==> src/rtl/imem_loader_ctrl_pkg.sv <==
// imem_loader_ctrl_pkg: shared geometry, nop encoding and loader state type
package imem_loader_ctrl_pkg;
   localparam int IMEM_ADDR_W = 6;
   localparam int IMEM_DATA_W = 32;
   localparam logic [31:0] NOP_INSTR = 32'h00000000;
   typedef enum logic [2:0] {IDLE, RECV, WRITE, CHECK, DONE} ld_state_e;
endpackage

==> src/rtl/imem_loader_ctrl_instr_ram.sv <==
// instr_ram: instruction storage with synchronous write and asynchronous read, no reset
module instr_ram #(
   parameter int ADDR_W = 6,
   parameter int DATA_W = 32
) (
   input  logic              clk,
   input  logic              we,
   input  logic [ADDR_W-1:0] waddr,
   input  logic [DATA_W-1:0] wdata,
   input  logic [ADDR_W-1:0] raddr,
   output logic [DATA_W-1:0] rdata
);
   logic [DATA_W-1:0] mem [2**ADDR_W];
   // contents survive reset so an interrupted load leaves untouched words intact
   always_ff @(posedge clk) begin
      if (we) mem[waddr] <= wdata;
   end
   assign rdata = mem[raddr];
endmodule

==> src/rtl/imem_loader_ctrl.sv <==
// imem_loader_ctrl: shares the instruction RAM between CPU fetch and a byte-wide program loader (optional IMEM_LOADER_CHECKSUM_EN)
module imem_loader_ctrl
   import imem_loader_ctrl_pkg::*;
#(
   parameter int ADDR_W = IMEM_ADDR_W,
   parameter int DATA_W = IMEM_DATA_W
) (
   input  logic              clk,
   input  logic              reset,
   input  logic [ADDR_W-1:0] cpu_addr,
   output logic [DATA_W-1:0] cpu_instr,
   output logic              cpu_stall,
   input  logic              ld_start,
   input  logic [ADDR_W:0]   ld_count,
   input  logic              ld_valid,
   input  logic [7:0]        ld_data,
   output logic              ld_ready,
   output logic              ld_busy,
   output logic              ld_done,
   output logic              ld_err
);
   localparam logic [ADDR_W:0] DEPTH = (ADDR_W+1)'(2**ADDR_W);
`ifdef IMEM_LOADER_CHECKSUM_EN
   localparam ld_state_e AFTER_LAST = CHECK;
`else
   localparam ld_state_e AFTER_LAST = DONE;
`endif
   ld_state_e         state, state_n;
   logic [ADDR_W-1:0] wr_addr;
   logic [ADDR_W:0]   words_left, count_clamp;
   logic [1:0]        byte_cnt;
   logic [DATA_W-1:0] word_buf, ram_rdata;
   logic              start, accept, last_byte;
   assign count_clamp = (ld_count > DEPTH) ? DEPTH : ld_count;
   assign start       = (state == IDLE) && ld_start;
   assign accept      = ld_valid && ld_ready;
   assign last_byte   = accept && (byte_cnt == 2'd3);
   assign ld_busy     = (state != IDLE);
   assign cpu_stall   = ld_busy;
   assign ld_ready    = (state == RECV) || (state == CHECK);
   assign ld_done     = (state == DONE);
   assign cpu_instr   = ld_busy ? NOP_INSTR[DATA_W-1:0] : ram_rdata;
   // state register
   always_ff @(posedge clk or posedge reset) begin
      if (reset) state <= IDLE;
      else       state <= state_n;
   end
   // next-state: words arrive as 4 bytes then one write cycle; an empty load finishes at once
   always_comb begin
      state_n = state;
      case (state)
         IDLE:    if (ld_start) state_n = (count_clamp == '0) ? DONE : RECV;
         RECV:    if (last_byte) state_n = WRITE;
         WRITE:   state_n = (words_left > (ADDR_W+1)'(1)) ? RECV : AFTER_LAST;
         CHECK:   if (last_byte) state_n = DONE;
         DONE:    state_n = IDLE;
         default: state_n = IDLE;
      endcase
   end
   // byte assembly (big-endian) and write-address bookkeeping
   always_ff @(posedge clk or posedge reset) begin
      if (reset) begin
         wr_addr    <= '0;
         words_left <= '0;
         byte_cnt   <= '0;
         word_buf   <= '0;
      end else if (start) begin
         wr_addr    <= '0;
         words_left <= count_clamp;
         byte_cnt   <= '0;
         word_buf   <= '0;
      end else begin
         if (accept) begin
            word_buf <= {word_buf[DATA_W-9:0], ld_data};
            byte_cnt <= byte_cnt + 2'd1;
         end
         if (state == WRITE) begin
            wr_addr    <= wr_addr + 1'b1;
            words_left <= words_left - 1'b1;
         end
      end
   end
`ifdef IMEM_LOADER_CHECKSUM_EN
   logic [DATA_W-1:0] csum;
   logic              err_q;
   // running XOR of written words; the trailing word left in word_buf is the sender's checksum
   always_ff @(posedge clk or posedge reset) begin
      if (reset) begin
         csum  <= '0;
         err_q <= 1'b0;
      end else if (start) begin
         csum  <= '0;
         err_q <= 1'b0;
      end else begin
         if (state == WRITE) csum <= csum ^ word_buf;
         if (state == DONE) err_q <= (word_buf != csum);
      end
   end
   assign ld_err = err_q;
`else
   assign ld_err = 1'b0;
`endif
   instr_ram #(.ADDR_W(ADDR_W), .DATA_W(DATA_W)) u_ram (
      .clk   (clk),
      .we    (state == WRITE),
      .waddr (wr_addr),
      .wdata (word_buf),
      .raddr (cpu_addr),
      .rdata (ram_rdata)
   );
endmodule

==> config.mk <==
export PLATFORM = sky130hd
export DESIGN_NAME = imem_loader_ctrl
export DESIGN_NICKNAME = d
export VERILOG_FILES = /design/src/rtl/imem_loader_ctrl_pkg.sv /design/src/rtl/imem_loader_ctrl_instr_ram.sv /design/src/rtl/imem_loader_ctrl.sv
export SDC_FILE = /design/constraint.sdc
export NUM_CORES = 2
export LEC_CHECK = 0
export CAP_MARGIN = 10
export CORE_MARGIN = 2
export CORE_UTILIZATION = 27
export CTS_CLUSTER_SIZE = 24
export DETAILED_ROUTE_END_ITERATION = 10
export SETUP_SLACK_MARGIN = 0.02
export SYNTH_ARGS = -nofsm -noshare
export SYNTH_HDL_FRONTEND = slang
export SYNTH_SLANG_ARGS = --single-unit
==> constraint.sdc <==
create_clock -name clk -period 4.3 [get_ports clk]
set_clock_uncertainty 0.2 [all_clocks]
set_input_delay 1.075 -clock clk [delete_from_list [all_inputs] [get_ports clk]]
set_output_delay 1.075 -clock clk [all_outputs]
set_load 0.005 [all_outputs]
Word-level counts from Yosys, hierarchy flattened
Memory sizes are Yosys's and may differ from the RTL's.
Index checks and enable logic that the tools add are counted.
W data, S select, Z words.
{"block": "totals", "regBits": 50, "latchBits": 0, "mem_bits_rw": 2048, "mem_bits_ro": 0, "inputBits": 25, "output_inout_bits": 37, "elab_cells": 47, "mem_count": 1}
{"block": "op_classes", "add_sub_neg": 3, "multipliers": 0, "div_mod_pow": 0, "order_cmp": 2, "eq_ne": 8, "shift": 0, "muxes": 18, "bitwise_logic": 0, "reduce_logical": 10}
{"name": "u_ram.mem", "depth": 64, "width": 32, "read_ports": 1, "rd_clocked_by_memory_dff": 0, "write_ports": 1, "line_no": "imem_loader_ctrl_instr_ram.sv:13", "text": "logic [DATA_W-1:0] mem [2**ADDR_W];"}
{"operator": "$mux W32", "count": 3}
{"operator": "$mux W7", "count": 3}
{"operator": "$mux W3", "count": 5}
{"operator": "$mux W6", "count": 2}
{"operator": "$pmux W3 S4", "count": 1}
{"operator": "$gt A7 B1 Y1 const B", "count": 1}
{"operator": "$gt A7 B7 Y1 const B", "count": 1}
{"operator": "$logic_not A7 Y1", "count": 1}
{"operator": "$sub A7 B1 Y7 const B", "count": 1}
{"operator": "$add A6 B1 Y6 const B", "count": 1}
{"operator": "$eq A3 B2 Y1 const B", "count": 2}
{"operator": "$ne A2 B2 Y1 const B", "count": 3}
{"operator": "$mux W2", "count": 2}
{"operator": "$reduce_bool A2 Y1", "count": 2}
{"operator": "$eq A3 B1 Y1 const B", "count": 1}
{"operator": "$eq A3 B3 Y1 const B", "count": 1}
{"operator": "$logic_and A1 B1 Y1", "count": 3}
{"operator": "$logic_not A3 Y1", "count": 1}
{"operator": "$reduce_and A3 Y1", "count": 1}
{"operator": "$reduce_bool A3 Y1", "count": 1}
{"operator": "$add A2 B1 Y2 const B", "count": 1}
{"operator": "$eq A2 B2 Y1 const B", "count": 1}
{"operator": "$mux W1", "count": 2}
{"operator": "$logic_or A1 B1 Y1", "count": 1}

Logic depth before layout (Yosys ltp)
{"block": "logic_depth", "ltp_word": 6, "mapped_depth": 10, "ltp_nobuf": 6}

Hierarchy
Synthesis repeated with hierarchy kept, for this count alone.
{"block": "hier_totals", "hier_cells": 3583, "area_unflattened_um2": 80439.6}
{"module": "instr_ram", "instances": 1, "cells_per_inst": 3292, "area_per_inst_um2": 77874.7, "seq_area_each_um2": 61499.0}
{"module": "imem_loader_ctrl", "instances": 1, "cells_per_inst": 291, "area_per_inst_um2": 2565.0, "seq_area_each_um2": 1251.2}

Least setup slack after synthesis
Ideal clock, no wire load.
{"block": "synth_timing", "path_kind": "register -> register", "start": "register state[2]", "end": "memory u_ram.mem[47][0] (enable)", "setup_time_ns": 0.468, "arrival_time_ns": 3.624, "required_time_ns": 3.632, "slack_ns": 0.008, "path_stages_with_launch": 6, "path_buffers": 1, "period_less_slack_ns": 4.292, "cell_sequence": "dfrtp_1 > clkbuf_1 > nor3b_1 > and4_1 > nand2_1 > nor3b_1"}
{"block": "synth_via", "elab_chain_cells": 3}
{"element": "from (decl)", "line_no": "imem_loader_ctrl.sv:28", "text": "ld_state_e state, state_n;"}
{"element": "from (signal assigned)", "line_no": "imem_loader_ctrl.sv:46", "text": "else state <= state_n;"}
{"element": "$eq A3 B2 Y1", "line_no": "imem_loader_ctrl.sv:105", "text": ".we (state == WRITE),"}
{"element": "$mux W1", "line_no": "imem_loader_ctrl_instr_ram.sv:16", "text": "if (we) mem[waddr] <= wdata;"}
{"element": "$mux W1 (not written as such)", "line_no": "imem_loader_ctrl_instr_ram.sv:16"}
{"element": "to (decl)", "line_no": "imem_loader_ctrl_instr_ram.sv:13"}
Every way passes these cells.

Worst setup path after layout
{"block": "layout_timing", "start": "input cpu_addr[1]", "end": "output cpu_instr[5]"}
{"block": "layout_via", "elab_chain_cells": 2}
{"element": "from (decl)", "line_no": "imem_loader_ctrl.sv:10", "text": "input logic [ADDR_W-1:0] cpu_addr,"}
{"element": "$mem_v2 Z64 W32"}
{"element": "$mux W32", "line_no": "imem_loader_ctrl.sv:42", "text": "assign cpu_instr = ld_busy ? NOP_INSTR[DATA_W-1:0] : ram_rdata;"}
{"element": "to (decl)", "line_no": "imem_loader_ctrl.sv:11", "text": "output logic [DATA_W-1:0] cpu_instr,"}
Every way passes these cells.

==> results.md <==
- Post-synth top area cell: edfxtp_1
- Max Slew Vio Count: 0
- CTS tree: yes
- Hold_buf cts: 0
- Post-Synthesis Cell Area: 80900 sq um
- CP Cell Sequence: buf_16 -> buf_12 -> buf_16 -> mux4_2 -> mux4_2 -> a22oi_2 -> buf_4 -> o31ai_4 -> buf_2
- Worst EP required: 3.02 ns
- Fraction of layout instances using a drive strength above 1: 40.7%
- Worst vdd ir: 0.432 mV
- Hold Crit Class: input port to asynchronous set/reset pin
- Period minus WS final: 4.76 ns
- Placement Rows: 200
- CP Launch Type: input port
- Met2 wire length: 116000 microns
- Fin. Hold Viols: 0
- Initial drt markers: 5388
- Max_slew headroom: 15.0%
- Initial Util: 27.2%
- Top-count cell post-synth: edfxtp_1
- Worst-margin pin slew: 1.27 ns
- Worst Path Arrival: 3.49 ns
- Die W: 551 microns
- Avg Cell Area, Syn: 22.6 sq um
- Gr usage total: 15.4%
- Highest routed layer: met5
- GRT Residual Overflow: 0
- Clk_lat worst skew: 0.85 ns
- R2R Setup Slk: 0.89 ns
- Port Buf Inserts: 60
- CP delay by family, top: multiplexers
- Syn_nets: 3601
- Cell count after synthesis: 3572
- # nets final: 4359
- Post-synthesis sequential area ratio: 77.6%
- RSZ-0062 raised after global routing: yes
- GPL Wtd Cong: 0.797
- Vias: 41801
- Post-synth top area share: 76.0%
- Beginning of the worst register-to-register path: state[1]
- Worst setup EP type: output pin
- TritonCTS Sinks: 2098
- Total CTS buffers: 206
- Post-Route WL: 236000 microns
- Ys flop type: edfxtp_1
- DRC: 0
- WL met1: 94900 microns
- Antenna viol nets, final: 0
- Final worst slack: -0.462 ns
- WS Path Type: input port to output pin
- Vias in the first global route: 42331
- WL met3: 19000 microns
- F_max: 210 MHz
- Synth area leaders: edfxtp_1, mux4_2, dfrtp_1
- Number of I/O pins: 62
- Area growth, synth to finish: 25.4%
- Failing checks: setup timing
- Post-DP HPWL: 137000 microns
- H-tree depth: 4
- DRT Pass-1 Iters: 5
- WHS: 0.291 ns
- Reg2reg end: u_ram.mem[32][7]
- Leak: 0.0327 uW
- R2R depth: 8
- Delay of the slowest critical-path stage: 0.57 ns
- DIE AREA: 304000 sq um
- Synth Warn #: 0
- Netlist cell types: 66
- Slowest stage cell, crit path: mux4_2
- Post-synth top cells: edfxtp_1, mux4_2, nand2_1
- Final critical-path share of the clock period: 111%
- Bufs on Longest Clock Path: 3
- Global-route wire length before repair: 330000 microns
- Worst path bufs/invs: 5
- Pwr per Cell Area: 490 nW/um^2
- Yosys reg bits: 2098
- Final-report setup violation count: 32
- Max FO, Critical Path: 26
- CTS clk-pin slew, worst paths: 0.06 ns
- Fillers: 27291
- Clk root buf: clkbuf_16
- Initial antenna violation count: 8
- Core area: 298000 sq um
- Setup tns final: -9.85 ns
- Fraction of registers with async set/reset: 2.38%
- Via density: 4.95
- Post-synth EDFFs: 2048
- Largest net degree at the start of global routing: 67
- Outcome: complete, but fails checks
- Max Cap Viol: 0
- Routed wire per std cell: 28.0 microns
- Die height: 551 microns
registers in the layout, summed over array words and instances, names as in the netlist:
register / count
u_ram.mem: 2048
word_buf: 32
words_left: 7
wr_addr: 6
state: 3
byte_cnt: 2
layout make-up:
type                            instances  area (sq um)  area share [%]
Inverter                               10          43.8          0.0432
Sequential cell                      2098         62800            61.9
Clock inverter                        135          1240            1.22
Clock buffer                          251          5390            5.31
Tap cell                             3939          4930            4.86
Timing Repair Buffer                  744          8420            8.30
Antenna cell                            3          7.51         0.00740
Multi-Input combinational cell       1270         18600            18.4
how the worst max path moves through the flow:
stage,from,depth (start not counted),slack (ns),endpoint
floorplan,state[2],5,0.008,u_ram.mem[47][0]
detailed placement,cpu_addr[0],10,-1.37,cpu_instr[29]
global placement,cpu_addr[0],10,-1.35,cpu_instr[29]
finish,cpu_addr[1],9,-0.46,cpu_instr[5]
CTS,cpu_addr[0],9,-0.49,cpu_instr[5]
global route,cpu_addr[0],9,-0.51,cpu_instr[5]
stage by stage:
step	utilization, %	worst slack (ns)	cell area, sq um	cells	total power, uW
3_5_place_dp	30.6	-1.37	91000	7896	31700
5_1_grt	34.1	-0.510	101000	8448	51200
4_1_cts	33.8	-0.489	101000	8408	49700
2_1_floorplan	-	0.00788	80900	3572	28300
3_3_place_gp	30.6	-1.35	90900	7895	31500
6_report	34.1	-0.462	101000	8450	49700
routing by layer:
layer  track usage (%)  up-vias
met5                 0        -
met4              4.13        8
met3              2.55      336
met2              25.7     1989
met1              20.7    22808
li1                  -    16660
placed cells by master (no fill, tap or decap), types with 8 or more instances in the layout:
cell type,count
a21oi_1,47
a22oi_2,15
a31oi_1,10
a31oi_4,12
buf_12,120
buf_16,32
buf_2,23
buf_4,425
buf_6,86
buf_8,30
bufinv_16,15
clkbuf_1,41
clkbuf_16,209
clkdlybuf4s50_1,22
clkinv_1,60
clkinv_2,40
dfrtp_1,17
dfrtp_2,33
edfxtp_1,2048
mux2_2,16
mux2i_1,71
mux2i_2,13
mux2i_4,8
mux4_2,563
nand2_1,148
nand2b_1,9
nand3_1,19
nor2_1,54
nor2_4,65
nor2b_1,9
nor3_1,15
o211ai_1,10
o21ai_4,11
o22ai_2,8
kinds of logic after synthesis:
logic type	synth area share, %
AO/OA/AOI/OAI	1.61
other	0.00464
multiplexers	17.1
XOR/XNOR	0.0866
adder cells (fa/ha/maj)	0.0619
flip-flops	77.6
buffers and inverters	1.44
AND/OR/NAND/NOR	2.10
what timing repair did:
item                                    CTS  global route
gates resized for setup                 455           110
pin swaps                                70            58
setup buffers                           123            47
endpoints found under the setup margin   32            32
gates cloned                             20             1
where the power goes:
group	switching (uW)	internal, uW
registers	1270	25000
clock network	7840	9850
logic	3680	2130
total	12800	36900
Power figures use the tool's default switching activity.
